`src/rtl/rv_pkg.sv`:
```
// Shared encodings for the multi-cycle RV32I sequencer: opcodes, FSM states,
// datapath mux selects and trap causes.
package rv_pkg;

    // Major opcodes (instr[6:0])
    localparam logic [6:0] OP_R      = 7'b0110011;
    localparam logic [6:0] OP_I      = 7'b0010011;
    localparam logic [6:0] OP_LOAD   = 7'b0000011;
    localparam logic [6:0] OP_STORE  = 7'b0100011;
    localparam logic [6:0] OP_BRANCH = 7'b1100011;
    localparam logic [6:0] OP_JAL    = 7'b1101111;
    localparam logic [6:0] OP_JALR   = 7'b1100111;
    localparam logic [6:0] OP_LUI    = 7'b0110111;
    localparam logic [6:0] OP_AUIPC  = 7'b0010111;

    // Sequencer states; the numeric value is what appears on state_o
    typedef logic [3:0] state_t;
    localparam state_t S_IDLE     = 4'd0;
    localparam state_t S_FETCH    = 4'd1;
    localparam state_t S_DECODE   = 4'd2;
    localparam state_t S_EXEC_R   = 4'd3;
    localparam state_t S_EXEC_I   = 4'd4;
    localparam state_t S_MEM_ADDR = 4'd5;
    localparam state_t S_MEM_RD   = 4'd6;
    localparam state_t S_MEM_WR   = 4'd7;
    localparam state_t S_LOAD_WB  = 4'd8;
    localparam state_t S_ALU_WB   = 4'd9;
    localparam state_t S_BRANCH   = 4'd10;
    localparam state_t S_JAL      = 4'd11;
    localparam state_t S_JALR     = 4'd12;
    localparam state_t S_LUI      = 4'd13;
    localparam state_t S_AUIPC    = 4'd14;
    localparam state_t S_TRAP     = 4'd15;

    // ALU operation select
    localparam logic [1:0] ALU_ADD   = 2'b00;
    localparam logic [1:0] ALU_CMP   = 2'b01;
    localparam logic [1:0] ALU_FUNCT = 2'b10;
    localparam logic [1:0] ALU_PASSB = 2'b11;

    // ALU operand A select
    localparam logic [1:0] SRC_A_PC    = 2'd0;
    localparam logic [1:0] SRC_A_OLDPC = 2'd1;
    localparam logic [1:0] SRC_A_RS1   = 2'd2;
    localparam logic [1:0] SRC_A_ZERO  = 2'd3;

    // ALU operand B select
    localparam logic [1:0] SRC_B_RS2  = 2'd0;
    localparam logic [1:0] SRC_B_IMM  = 2'd1;
    localparam logic [1:0] SRC_B_FOUR = 2'd2;

    // Register-file write-back source
    localparam logic [1:0] RESULT_SRC_ALUOUT = 2'd0;
    localparam logic [1:0] RESULT_SRC_MDR    = 2'd1;
    localparam logic [1:0] RESULT_SRC_OLDPC4 = 2'd2;

    // Next-PC source
    localparam logic [1:0] PC_SRC_ALU    = 2'd0;
    localparam logic [1:0] PC_SRC_ALUOUT = 2'd1;
    localparam logic [1:0] PC_SRC_JALR   = 2'd2;

    // Trap causes
    localparam logic [1:0] CAUSE_NONE    = 2'd0;
    localparam logic [1:0] CAUSE_ILLEGAL = 2'd1;
    localparam logic [1:0] CAUSE_TIMEOUT = 2'd2;

    // Dispatch target out of DECODE; unknown opcodes land in TRAP
    function automatic state_t decode_target(input logic [6:0] op);
        state_t s;
        case (op)
            OP_R:                s = S_EXEC_R;
            OP_I:                s = S_EXEC_I;
            OP_LOAD, OP_STORE:   s = S_MEM_ADDR;
            OP_BRANCH:           s = S_BRANCH;
            OP_JAL:              s = S_JAL;
            OP_JALR:             s = S_JALR;
            OP_LUI:              s = S_LUI;
            OP_AUIPC:            s = S_AUIPC;
            default:             s = S_TRAP;
        endcase
        return s;
    endfunction

    // States that hold a memory request open
    function automatic logic is_req_state(input state_t s);
        return (s == S_FETCH) || (s == S_MEM_RD) || (s == S_MEM_WR);
    endfunction

endpackage

```
`src/rtl/rv_mem_wait_timer.sv`:
```
// Memory wait counter: counts stalled request cycles and flags when the
// request has waited its last allowed cycle.
module rv_mem_wait_timer #(
    parameter int TIMEOUT_W   = 8,
    parameter int MEM_TIMEOUT = 200
) (
    input  logic clk,
    input  logic srst,
    input  logic clear,     // start of a new request, or request completed
    input  logic busy,      // request pending and memory not ready
    output logic expired,   // this is the final cycle the request may wait
    output logic fresh      // no stall cycles counted yet for this request
);

    localparam logic [TIMEOUT_W-1:0] LIMIT = TIMEOUT_W'(MEM_TIMEOUT - 1);
    localparam logic [TIMEOUT_W-1:0] ONE   = TIMEOUT_W'(1);

    logic [TIMEOUT_W-1:0] count_reg;

    // Clear has priority over counting so a new request always starts at zero
    always_ff @(posedge clk) begin
        if (srst) begin
            count_reg <= '0;
        end else if (clear) begin
            count_reg <= '0;
        end else if (busy) begin
            count_reg <= count_reg + ONE;
        end
    end

    assign expired = (count_reg == LIMIT);
    assign fresh   = (count_reg == '0);

endmodule

```
`src/rtl/rv_multicycle_ctrl.sv`:
```
// Multi-cycle RV32I sequencer: Moore FSM producing per-cycle datapath
// enables, memory handshake with timeout, and illegal-opcode trapping.
module rv_multicycle_ctrl
    import rv_pkg::*;
#(
    parameter int TIMEOUT_W   = 8,
    parameter int MEM_TIMEOUT = 200
) (
    input  logic       clk,
    input  logic       rst,
    input  logic       run,
    input  logic [6:0] opcode,
    input  logic       br_taken,
    input  logic       mem_ready,
    output logic       mem_req,
    output logic       mem_we,
    output logic       addr_src,
    output logic       ir_write,
    output logic       pc_write,
    output logic [1:0] pc_src,
    output logic       old_pc_write,
    output logic [1:0] alu_src_a,
    output logic [1:0] alu_src_b,
    output logic [1:0] alu_op,
    output logic       reg_write,
    output logic [1:0] result_src,
    output logic [3:0] state_o,
    output logic       trap,
    output logic [1:0] trap_cause
);

    state_t     state_reg, state_next;
    logic [1:0] cause_reg, cause_next;
    logic       timer_clear, timer_busy, timer_expired, timer_fresh;

    // A request restarts its wait budget on entry and once it completes
    assign timer_clear = ((state_next != state_reg) && is_req_state(state_next))
                       || (mem_req && mem_ready);
    assign timer_busy  = mem_req && !mem_ready;

    rv_mem_wait_timer #(
        .TIMEOUT_W   (TIMEOUT_W),
        .MEM_TIMEOUT (MEM_TIMEOUT)
    ) u_wait_timer (
        .clk     (clk),
        .srst    (rst),
        .clear   (timer_clear),
        .busy    (timer_busy),
        .expired (timer_expired),
        .fresh   (timer_fresh)
    );

    // State and trap-cause registers
    always_ff @(posedge clk) begin
        if (rst) begin
            state_reg <= S_IDLE;
            cause_reg <= CAUSE_NONE;
        end else begin
            state_reg <= state_next;
            cause_reg <= cause_next;
        end
    end

    // Next-state logic; memory completion beats both abort and timeout
    always_comb begin
        state_next = state_reg;
        cause_next = cause_reg;
        case (state_reg)
            S_IDLE: begin
                if (run) state_next = S_FETCH;
            end
            S_FETCH: begin
                if (mem_ready) begin
                    state_next = S_DECODE;
                end else if (!run && timer_fresh) begin
                    // Only a request that has not yet stalled may be withdrawn
                    state_next = S_IDLE;
                end else if (timer_expired) begin
                    state_next = S_TRAP;
                    cause_next = CAUSE_TIMEOUT;
                end
            end
            S_DECODE: begin
                state_next = decode_target(opcode);
                if (decode_target(opcode) == S_TRAP) cause_next = CAUSE_ILLEGAL;
            end
            S_EXEC_R, S_EXEC_I, S_LUI, S_AUIPC: begin
                state_next = S_ALU_WB;
            end
            S_MEM_ADDR: begin
                state_next = (opcode == OP_STORE) ? S_MEM_WR : S_MEM_RD;
            end
            S_MEM_RD, S_MEM_WR: begin
                if (mem_ready) begin
                    state_next = (state_reg == S_MEM_RD) ? S_LOAD_WB : S_FETCH;
                end else if (timer_expired) begin
                    state_next = S_TRAP;
                    cause_next = CAUSE_TIMEOUT;
                end
            end
            S_ALU_WB, S_LOAD_WB, S_BRANCH, S_JAL, S_JALR: begin
                state_next = S_FETCH;
            end
            default: begin
                // TRAP holds until reset
                state_next = S_TRAP;
            end
        endcase
    end

    // Moore output decode; FETCH's IR/PC loads wait for mem_ready
    always_comb begin
        mem_req      = 1'b0;
        mem_we       = 1'b0;
        addr_src     = 1'b0;
        ir_write     = 1'b0;
        pc_write     = 1'b0;
        pc_src       = PC_SRC_ALU;
        old_pc_write = 1'b0;
        alu_src_a    = SRC_A_PC;
        alu_src_b    = SRC_B_RS2;
        alu_op       = ALU_ADD;
        reg_write    = 1'b0;
        result_src   = RESULT_SRC_ALUOUT;
        case (state_reg)
            S_FETCH: begin
                mem_req      = 1'b1;
                alu_src_a    = SRC_A_PC;
                alu_src_b    = SRC_B_FOUR;
                alu_op       = ALU_ADD;
                ir_write     = mem_ready;
                old_pc_write = mem_ready;
                pc_write     = mem_ready;
                pc_src       = PC_SRC_ALU;
            end
            S_DECODE: begin
                alu_src_a = SRC_A_OLDPC;
                alu_src_b = SRC_B_IMM;
                alu_op    = ALU_ADD;
            end
            S_EXEC_R: begin
                alu_src_a = SRC_A_RS1;
                alu_src_b = SRC_B_RS2;
                alu_op    = ALU_FUNCT;
            end
            S_EXEC_I: begin
                alu_src_a = SRC_A_RS1;
                alu_src_b = SRC_B_IMM;
                alu_op    = ALU_FUNCT;
            end
            S_LUI: begin
                alu_src_a = SRC_A_ZERO;
                alu_src_b = SRC_B_IMM;
                alu_op    = ALU_PASSB;
            end
            S_AUIPC: begin
                alu_src_a = SRC_A_OLDPC;
                alu_src_b = SRC_B_IMM;
                alu_op    = ALU_ADD;
            end
            S_ALU_WB: begin
                reg_write  = 1'b1;
                result_src = RESULT_SRC_ALUOUT;
            end
            S_MEM_ADDR: begin
                alu_src_a = SRC_A_RS1;
                alu_src_b = SRC_B_IMM;
                alu_op    = ALU_ADD;
            end
            S_MEM_RD: begin
                mem_req  = 1'b1;
                addr_src = 1'b1;
            end
            S_MEM_WR: begin
                mem_req  = 1'b1;
                mem_we   = 1'b1;
                addr_src = 1'b1;
            end
            S_LOAD_WB: begin
                reg_write  = 1'b1;
                result_src = RESULT_SRC_MDR;
            end
            S_BRANCH: begin
                alu_src_a = SRC_A_RS1;
                alu_src_b = SRC_B_RS2;
                alu_op    = ALU_CMP;
                pc_write  = br_taken;
                pc_src    = PC_SRC_ALUOUT;
            end
            S_JAL: begin
                reg_write  = 1'b1;
                result_src = RESULT_SRC_OLDPC4;
                pc_write   = 1'b1;
                pc_src     = PC_SRC_ALUOUT;
            end
            S_JALR: begin
                alu_src_a  = SRC_A_RS1;
                alu_src_b  = SRC_B_IMM;
                alu_op     = ALU_ADD;
                reg_write  = 1'b1;
                result_src = RESULT_SRC_OLDPC4;
                pc_write   = 1'b1;
                pc_src     = PC_SRC_JALR;
            end
            default: begin
                // IDLE and TRAP keep every enable low
            end
        endcase
    end

    assign state_o    = state_reg;
    assign trap       = (state_reg == S_TRAP);
    assign trap_cause = cause_reg;

endmodule

```
`config.mk`:
```
export PLATFORM = sky130hd
export DESIGN_NAME = rv_multicycle_ctrl
export DESIGN_NICKNAME = d
export VERILOG_FILES = /design/src/rtl/rv_pkg.sv /design/src/rtl/rv_mem_wait_timer.sv /design/src/rtl/rv_multicycle_ctrl.sv
export SDC_FILE = /design/constraint.sdc
export NUM_CORES = 1
export LEC_CHECK = 0
export ABC_AREA = 1
export CAP_MARGIN = 25
export CORE_ASPECT_RATIO = 0.75
export CORE_MARGIN = 2
export CORE_UTILIZATION = 45
export DETAILED_ROUTE_END_ITERATION = 16
export PLACE_DENSITY = 0.79
export SLEW_MARGIN = 20
export SYNTH_ARGS = -nofsm -noshare
export SYNTH_HDL_FRONTEND = slang
export SYNTH_SLANG_ARGS = --single-unit
```
`constraint.sdc`:
```
create_clock -name clk -period 3.59 [get_ports clk]
set_input_delay 0.718 -clock clk [delete_from_list [all_inputs] [get_ports clk]]
set_output_delay 0.718 -clock clk [all_outputs]
set_load 0.05 [all_outputs]
```
==> impl_metrics.xml <==
<?xml version="1.0" encoding="UTF-8"?>
<metrics>
  <group name="outcome">
    <metric name="run_status" unit="">finished, final reports clean</metric>
  </group>
  <group name="timing">
    <metric name="worst_pin_slew" unit="ns">0.513</metric>
    <metric name="slew_viols_final" unit="">0</metric>
    <metric name="number_of_failing_setup_endpoints_in_the_final_timing_report" unit="">0</metric>
    <metric name="fin_worst_hold_slack" unit="ns">0.483</metric>
    <metric name="layout_worst_path_cycle_share" unit="%">83.7</metric>
    <metric name="timing.clock.skew" unit="ns">0.00290</metric>
    <metric name="finalWorstSetupSlack" unit="ns">0.585</metric>
    <metric name="timing_hold_violations_final" unit="">0</metric>
    <metric name="fin_tns_setup" unit="ns">0</metric>
    <metric name="finalCriticalPeriod" unit="ns">3.00</metric>
    <metric name="timing.fmax" unit="GHz">0.333</metric>
    <metric name="rsz0062_at_grt" unit="">no</metric>
    <metric name="maxSlewHeadroom" unit="%">65.7</metric>
  </group>
  <group name="floorplanning">
    <metric name="design.die.area" unit="mm^2">0.00373</metric>
    <metric name="floorplan.io_pins" unit="">36</metric>
    <metric name="fp.dieW" unit="um">69.9</metric>
    <metric name="placementRows" unit="">17</metric>
    <metric name="die-height" unit="um">53.4</metric>
    <metric name="initial_util" unit="%">48.5</metric>
    <metric name="core_box_area" unit="mm^2">0.00302</metric>
  </group>
  <group name="clock_tree">
    <metric name="ctsHoldBuffers" unit="">0</metric>
    <metric name="worst_setup_hold_path_clk_slew" unit="ns">0.06</metric>
    <metric name="cts_max_path_buffers" unit="">2</metric>
    <metric name="cts_buffers" unit="">3</metric>
    <metric name="clk_root_buffer_cell" unit="">clkbuf_8</metric>
    <metric name="cts_max_level" unit="">1</metric>
    <metric name="tritoncts_clock_tree" unit="">yes</metric>
    <metric name="cts_resized" unit="">0</metric>
    <metric name="clk-insertion-delay-late" unit="ns">0.25</metric>
    <metric name="clock_sinks" unit="">14</metric>
    <metric name="cts_post_setup_buffers_inserted" unit="">0</metric>
  </group>
  <group name="pwr">
    <metric name="max-vdd-ir-drop" unit="V">0.000386</metric>
    <metric name="power-per-cell-area" unit="mW/mm^2">689</metric>
    <metric name="report.power.total" unit="mW">1.31</metric>
    <metric name="cellLeakagePower" unit="nW">0.915</metric>
  </group>
  <group name="yosys">
    <metric name="synth_nets" unit="">263</metric>
    <metric name="postSynthAreaPerCell" unit="um^2">5.88</metric>
    <metric name="area_share_of_and_or_nand_nor_cells_after_synthesis" unit="%">55.1</metric>
    <metric name="post_synth_adder_cell_area" unit="%">1.71</metric>
    <metric name="portion_of_netlist_area_occupied_by_mux_cells" unit="%">0</metric>
    <metric name="synth_compound_gate_area_share" unit="%">7.35</metric>
    <metric name="ys.warnings.count" unit="">0</metric>
    <metric name="postSynthRegisterBits" unit="">14</metric>
    <metric name="synth_seq_area_share" unit="%">19.1</metric>
    <metric name="synthXorXnorAreaFrac" unit="%">4.19</metric>
    <metric name="synthesis.instances" unit="">249</metric>
    <metric name="synth_top_family_by_area" unit="">simple AND/OR/NAND/NOR gates</metric>
    <metric name="post_synth_design_cell_area" unit="mm^2">0.00146</metric>
    <metric name="number_of_library_cell_types_mapped_by_synthesis" unit="">26</metric>
  </group>
  <group name="final_layout">
    <metric name="num-fill-cells" unit="">302</metric>
    <metric name="finish.instance_area" unit="mm^2">0.00190</metric>
    <metric name="layout-drive-gt1-share" unit="%">18.9</metric>
    <metric name="syn2layout_area_growth" unit="%">29.9</metric>
    <metric name="seq_area" unit="um^2">280</metric>
    <metric name="largest_reg_flops" unit="">8</metric>
    <metric name="num_antenna_cells" unit="">0</metric>
    <metric name="finish.net_count" unit="">301</metric>
    <metric name="multi_input_combinational_cell_area" unit="mm^2">0.00100</metric>
    <metric name="final_cells" unit="">324</metric>
    <metric name="fin_util" unit="%">63.0</metric>
  </group>
  <group name="grt">
    <metric name="globalRouteOverflowTotal" unit="">0</metric>
    <metric name="global_route_wire_length_before_repair" unit="um">5950</metric>
    <metric name="grt_max_degree" unit="">10</metric>
    <metric name="grt_usage" unit="%">20.0</metric>
    <metric name="antenna_found_initial" unit="">0</metric>
    <metric name="vias_in_the_first_global_route" unit="">1380</metric>
  </group>
  <group name="placement">
    <metric name="portBuffers" unit="">35</metric>
    <metric name="detailed_place_hpwl" unit="um">2780</metric>
    <metric name="numPlacedInstances" unit="">320</metric>
    <metric name="dpl_cell_area" unit="mm^2">0.00185</metric>
    <metric name="pre_cts_ws" unit="ns">0.595</metric>
    <metric name="globalplace.congestion" unit="">0.875</metric>
  </group>
  <group name="route">
    <metric name="drt-met1-wl" unit="um">1770</metric>
    <metric name="postRouteWirelength" unit="um">3480</metric>
    <metric name="vias" unit="">1577</metric>
    <metric name="drt_pass1_iterations" unit="">4</metric>
    <metric name="post-route-drc-count" unit="">0</metric>
    <metric name="wl_met3" unit="um">280</metric>
    <metric name="avgRoutedWirePerCell" unit="um">10.7</metric>
    <metric name="post_drt_via_cell_ratio" unit="">4.87</metric>
    <metric name="routed-wl-met2" unit="um">1390</metric>
    <metric name="count_of_routing_violations_after_the_opening_detailed_route_iteration" unit="">113</metric>
    <metric name="route.top_layer_used" unit="">met4</metric>
    <metric name="ant_nets" unit="">0</metric>
  </group>
  <group name="worst_hold_path">
    <metric name="worstHoldPathCells" unit="">2</metric>
    <metric name="worst_hold_path.endpoint" unit="">trap_cause[1]</metric>
    <metric name="holdCritStartpoint" unit="">trap_cause[1]</metric>
    <metric name="holdCritPathClass" unit="">reg -&gt; reg</metric>
  </group>
  <group name="setup_path">
    <metric name="critical_path.startpoint_type" unit="">input pin</metric>
    <metric name="worstReg2RegStart" unit="">state_o[2]</metric>
    <metric name="r2r_cells" unit="">13</metric>
    <metric name="max_fanout_on_critical_path" unit="">5</metric>
    <metric name="critical_path_class" unit="">in -&gt; out</metric>
    <metric name="regToRegSetupSlack" unit="ns">1.54</metric>
    <metric name="worst-endpoint-required" unit="ns">2.87</metric>
    <metric name="end_kind" unit="">output port</metric>
    <metric name="timing.critical_path.arrival" unit="ns">2.29</metric>
    <metric name="reg2reg_to" unit="">u_wait_timer.count_reg[1]</metric>
  </group>
  <group name="run">
    <metric name="max-cap-violations" unit="">0</metric>
  </group>
</metrics>
==> metal layers <==
metal,vias to the layer above,track usage [%]
li1,842,-
met1,671,27.9
met2,58,30.8
met3,6,5.33
met4,0,4.49
met5,-,0
==> worst max-delay path by stage <==
| stage | cells after the start | from | slack, ns | to |
|---|---|---|---|---|
| floorplan | 5 | state_o[2] | 0.42 | reg_write |
| global placement | 4 | mem_ready | 0.61 | pc_write |
| detailed placement | 4 | mem_ready | 0.59 | pc_write |
| CTS | 4 | mem_ready | 0.59 | pc_write |
| global route | 5 | state_o[2] | 0.44 | reg_write |
| finish | 4 | mem_ready | 0.59 | pc_write |
==> layout by cell type (no fill, tap or decap), types with 5 or more instances in the layout <==
cell	n
nand2_1	64
dfxtp_1	14
nand3_1	19
inv_2	10
nand2_2	5
xor2_1	7
inv_1	33
clkdlybuf4s50_1	35
a21oi_1	8
nor2_1	40
nor2_2	15
nor2_4	5
==> cell families after synthesis <==
group | after synthesis
xor gates and xnor gates | 7
buffers and inverters | 46
AOI/OAI and AO/OA | 18
DFF | 14
adders and majority gates | 2
and+or+nand+nor | 162
==> report_power, final <==
part	total, mW	leakage [nW]	switching (mW)	internal [mW]
Sequential	0.224	0.113	0.0431	0.181
Clock	0.158	0.0288	0.0608	0.0974
Combinational	0.928	0.773	0.633	0.295
Total	1.31	0.915	0.737	0.574
==> Yosys cell counts (all sizes together) <==
cell type	number	share of area, %
nand3	23	9.2
nor3	2	1.0
nor4	1	1.5
buf	2	1.0
o21ai	5	1.7
o211ai	1	0.51
o221ai	1	0.60
nand2	73	22
or2	1	0.43
xor2	7	4.2
a21oi	11	4.5
ha	2	1.7
inv	44	11
dfxtp	14	19
nand4	2	0.85
nor2	60	21
==> area by class of cell <==
class	instances	share of cell area, %
well taps	38	2.50
clock buffers	4	2.89
multi-input cells	189	52.6
inverters	44	8.82
flip-flops and latches	14	14.7
repair buffers	35	18.4
==> critical path: stages <==
cell,delay [ns]
clkdlybuf4s50_1,0.56
nand2_1,0.12
nand3_1,0.09
clkdlybuf4s50_1,0.79
Note: power is estimated with default switching activity, not from simulation.
==> RTL edit 1: new RTL, config.mk and constraints unchanged <==
Reset style: asynchronous (`rst` and `srst`), changed in 2 clocked blocks.
--- a/src/rtl/rv_mem_wait_timer.sv
+++ b/src/rtl/rv_mem_wait_timer.sv
@@ -20,3 +20,3 @@
     // Clear has priority over counting so a new request always starts at zero
-    always_ff @(posedge clk) begin
+    always_ff @(posedge clk or posedge srst) begin
         if (srst) begin
--- a/src/rtl/rv_multicycle_ctrl.sv
+++ b/src/rtl/rv_multicycle_ctrl.sv
@@ -53,3 +53,3 @@
     // State and trap-cause registers
-    always_ff @(posedge clk) begin
+    always_ff @(posedge clk or posedge rst) begin
         if (rst) begin
Behaviour: differs if rst is asserted again (counterexample within 4 cycles, from zero or initial values and one cycle with rst high); with rst held inactive, the same outputs for 10 cycles.
==> RTL edit 1 against the unedited design <==
Synthesized area rose by 0.34%; routed wire length is 9.6% higher; critical path type is now register to primary output; count of clock-buffer cells in the layout unchanged; setup slack got worse by 170 ps; highest routed layer unchanged; sequential cell count unchanged; power grew 15%; largest power group unchanged; critical endpoint is now alu_src_a[1]; design area rose by 0.39%.
==> RTL edit 1: results (changes against the unedited design) <==
[final_layout] fill cell instance count of the final layout 296 [-2.0%]
[detailed_routing] post-DR wirelength/cell 11.8 um [+9.6%]
[global_route] global routing usage on met3 0.0495 [-0.00381]
[synthesis] cell types with the largest area share after synthesis sky130_fd_sc_hd__dfrtp_1 24%, sky130_fd_sc_hd__nand2_1 18%, sky130_fd_sc_hd__nor2_1 9.5%
[critical_path] end of the worst register-to-register path u_wait_timer.count_reg[7]
[sta] setup violators final 0 [unchanged]
[placement] last weighted congestion value of the routability-driven placer 0.909 [+3.9%]
[outcome] outcome complete, no violations
[pwr] cell leakage power 1.02 nW [+11%]
[critical_path] top fanout value on the critical path 7 [+2]
[hold_path] hold worst-path end trap_cause[1]
[critical_path] CP arrival 2450 ps [+160 ps]
[global_route] pin count of the biggest net entering global routing 15 [+5]
[global_route] number of global-route vias before repair 1481 [+7.3%]
[synthesis] sequential-to-total area share from yosys stat 0.239 [+0.0470]
[sta] clock skew after layout 5.45 ps [+2.55 ps]
[hold_path] hold-critical path depth 1 [-1]
[final_layout] share of layout cells above drive strength 1 0.136 [-0.0524]
[placement] HPWL after detailed placement 3.04 mm [+9.3%]
[global_route] GR Layer Usage met2 0.356 [+0.0476]
[synthesis] share of the synthesized area in compound gates (AO/OA/AOI/OAI) 0.0852 [+0.0117]
[critical_path] reg-to-reg startpoint u_wait_timer.count_reg[0]
[synthesis] ranking of synthesized cells by instance count 71 x sky130_fd_sc_hd__nand2_1, 37 x sky130_fd_sc_hd__nor2_1, 34 x sky130_fd_sc_hd__inv_1
[clock_tree] clock-pin slew on the worst setup and hold paths 60 ps [about the same]
[pwr] worst ir drop on vdd 0.355 mV [-8.1%]
[synthesis] fraction of the mapped netlist area in adder cells 0.0170 [-0.0000582]
[detailed_routing] total via count after detailed routing 1682 [+6.7%]
[hold_path] Min-Delay Startpoint trap_cause[1]
[global_route] global-route wire length before repair 6.71 mm [+13%]
[detailed_routing] number of detailed-routing iterations run before antenna repair 4 [unchanged]
[synthesis] library cells used by synthesis 29 [+12%]
[global_route] global-route usage over all layers 0.227 [+0.0269]
[synthesis] share of flip-flops with an asynchronous set or reset 1.00 [+1.00]
[critical_path] Worst R2R Setup Slack 1490 ps [-50 ps]
[detailed_routing] Iteration-0 DRC Markers 198 [+75%]
[global_route] global routing usage on met1 0.323 [+0.0437]
[final_layout] Final Net Count 301 [unchanged]
-- RTL edit 1: logic make-up (layout without fill, tap and decap cells) --
group	after synthesis	in the layout
AO/OA/AOI/OAI	20	20
XOR/XNOR	3	3
adder cells (fa/ha/maj)	2	2
flip-flops	14	14
buffers and inverters	41	78
AND/OR/NAND/NOR	169	169
-- RTL edit 1: how the worst max path moves through the flow --
stage                              end  startpoint  slack (ps)
final                     alu_src_a[1]  state_o[1]         420
after global routing      alu_src_a[1]  state_o[1]         290
after CTS                 alu_src_a[1]  state_o[1]         420
after detailed placement      pc_write   mem_ready         580
after global placement        pc_write   mem_ready         580
after floorplan           alu_src_a[1]  state_o[1]         690
-- RTL edit 1: per-stage QoR --
stage	total power, mW	instances	hold slack (ps)	area, um2	worst slack (ps)
after floorplan	1.05	249	494	1470	693
after global placement	1.34	320	486	1850	580
after detailed placement	1.35	320	503	1850	581
after CTS	1.51	324	521	1910	416
after global routing	1.61	324	539	1910	290
final	1.51	324	526	1910	420
-- RTL edit 1: critical path, cell delays in order (launching register included) --
cell and delay (ps):
sky130_fd_sc_hd__dfrtp_1 500, sky130_fd_sc_hd__inv_2 150, sky130_fd_sc_hd__nand2_2 120, sky130_fd_sc_hd__nor2_2 50, sky130_fd_sc_hd__nor2_2 100, sky130_fd_sc_hd__nand2_2 70
sky130_fd_sc_hd__or4_1 510, sky130_fd_sc_hd__clkdlybuf4s50_1 710
-- RTL edit 1: where the power goes --
part	leakage [nW]	total, mW	internal [mW]	switching, mW
sequential	0.185	0.236	0.189	0.0469
combinational	0.806	1.12	0.344	0.772
clock	0.0288	0.161	0.0974	0.0633
total	1.02	1.51	0.631	0.882
-- RTL edit 1: layout make-up --
class | count | area (um2) | share of cell area
multi-input cells | 194 | 960 | 0.503
well taps | 38 | 47.5 | 0.0249
flip-flops and latches | 14 | 350 | 0.183
inverters | 39 | 146 | 0.0767
repair buffers | 35 | 350 | 0.183
clock buffers | 4 | 55.1 | 0.0288
-- RTL edit 1: routing by layer --
metal  vias up  wire length [um]
met3         6               340
met1       751              1860
met4         0                38
met2        69              1570
li1        856                 -
met5         -                 0
==> RTL edit 2: new RTL, same flow settings <==
Made on the original files. `TIMEOUT_W` is set to 8 in 2 places; all go to 6.
--- a/src/rtl/rv_mem_wait_timer.sv
+++ b/src/rtl/rv_mem_wait_timer.sv
@@ -3,3 +3,3 @@
 module rv_mem_wait_timer #(
-    parameter int TIMEOUT_W   = 8,
+    parameter int TIMEOUT_W   = 6,
     parameter int MEM_TIMEOUT = 200
--- a/src/rtl/rv_multicycle_ctrl.sv
+++ b/src/rtl/rv_multicycle_ctrl.sv
@@ -5,3 +5,3 @@
 #(
-    parameter int TIMEOUT_W   = 8,
+    parameter int TIMEOUT_W   = 6,
     parameter int MEM_TIMEOUT = 200
Formal check against the unedited RTL: not equivalent (Yosys sat finds a counterexample within 10 cycles, from zero or initial values and one cycle with rst high).
==> RTL edit 2 against the unedited design <==
Sequential power fell by 7%; register-to-register slack better by 90 ps; highest routed layer unchanged; synthesized area shrank 13%; critical path type is now register to primary output; design area shrank 10%; core utilization increased by 1.6 points; sequential cell count decreased by 2; combinational power is 11% lower; setup slack got worse by 37 ps; routed wire length decreased by 7.4%; power shrank 9.7%; synthesized cell count decreased by 8.8%.
==> RTL edit 2: results (changes against the unedited design) <==
[global_route] global routing usage on met1 0.349 [+0.0696]
[final_layout] flip-flop count of the largest register, all copies and words added 6 [-2]
[global_route] global-route wire length before repair 5.56 mm [-6.6%]
[critical_path] top fanout value on the critical path 8 [+3]
[final_layout] share of layout cells above drive strength 1 0.0947 [-0.0941]
[final_layout] Final Net Count 279 [-7.3%]
[detailed_routing] Iteration-0 DRC Markers 95 [-16%]
[global_route] number of global-route vias before repair 1223 [-11%]
[sta] transition time at the pin with the least slew margin 513 ps [-0.107 ps]
[global_route] GR Layer Usage met2 0.287 [-0.0205]
[synthesis] ranking of synthesized cells by instance count 67 x sky130_fd_sc_hd__nand2_1, 35 x sky130_fd_sc_hd__inv_1, 35 x sky130_fd_sc_hd__nor2_1
[global_route] global routing usage on met3 0.0434 [-0.00995]
[outcome] outcome complete, no violations
[pwr] cell leakage power 0.909 nW [-0.75%]
[placement] placed inst area 1650 um2 [-11%]
[placement] last weighted congestion value of the routability-driven placer 0.885 [+1.1%]
[sta] clock skew after layout 4.19 ps [+1.29 ps]
[critical_path] slowest cell on the critical path sky130_fd_sc_hd__clkdlybuf4s50_1
[critical_path] CP arrival 2320 ps [+30 ps]
[pwr] worst ir drop on vdd 0.527 mV [+36%]
[synthesis] net count after synthesis 241 [-8.4%]
[global_route] global-route usage over all layers 0.218 [+0.0181]
[detailed_routing] Vias/cell 4.77 [-2.1%]
[placement] HPWL after detailed placement 2.57 mm [-7.7%]
[synthesis] sequential-to-total area share from yosys stat 0.189 [-0.00248]
[global_route] pin count of the biggest net entering global routing 11 [+1]
[final_layout] fill cell instance count of the final layout 262 [-13%]
[synthesis] cell types with the largest area share after synthesis sky130_fd_sc_hd__nand2_1 20%, sky130_fd_sc_hd__dfxtp_1 19%, sky130_fd_sc_hd__inv_1 10%
==> RTL edit 2: cells by family after synthesis <==
group | Yosys count | share of synthesized area
and+or+nand+nor | 148 | 0.549
DFF | 12 | 0.189
adders and majority gates | 2 | 0.0197
buffers and inverters | 42 | 0.132
AOI/OAI and AO/OA | 18 | 0.0758
xor gates and xnor gates | 5 | 0.0344
==> RTL edit 2: final timing paths <==
kind,start,to,slack [ps],cells past startpoint
max,state_o[1],alu_src_b[0],550,7
min,trap_cause[1],trap_cause[1],460,2
max reg2reg,state_o[0],u_wait_timer.count_reg[5],1630,13
min reg2reg,trap_cause[1],trap_cause[1],460,2
==> RTL edit 2: area by class of cell <==
| cell class | instances | area share |
|---|---|---|
| flip-flops and latches | 12 | 0.141 |
| inverters | 40 | 0.0894 |
| repair buffers | 35 | 0.205 |
| well taps | 36 | 0.0264 |
| clock buffers | 4 | 0.0323 |
| multi-input cells | 173 | 0.506 |
==> RTL edit 2: power breakdown <==
part | internal [mW] | switching, mW | leakage [nW]
Combinational | 0.263 | 0.561 | 0.783
Sequential | 0.159 | 0.0486 | 0.0973
Clock | 0.0971 | 0.0546 | 0.0288
Total | 0.519 | 0.664 | 0.909
==> RTL edit 2: layer usage <==
layer  share of wire  vias to the layer above
li1                -                      780
met1            0.56                      607
met2            0.37                       39
met3           0.061                        4
met4          0.0084                        0
met5               0                        -
==> RTL edit 2: through the flow <==
step | instances | hold WS (ps) | util
floorplan | 227 | 517 | -
global placement | 296 | 446 | 0.625
detailed placement | 296 | 442 | 0.625
CTS | 300 | 456 | 0.646
global route | 300 | 479 | 0.646
finish | 300 | 457 | 0.646
==> RTL edit 2: worst max-delay path, delay by kind of cell (launching register included) <==
family	cells	cell delay, ps
flops	1	530
buf+inv	4	1120
simple gates	3	420
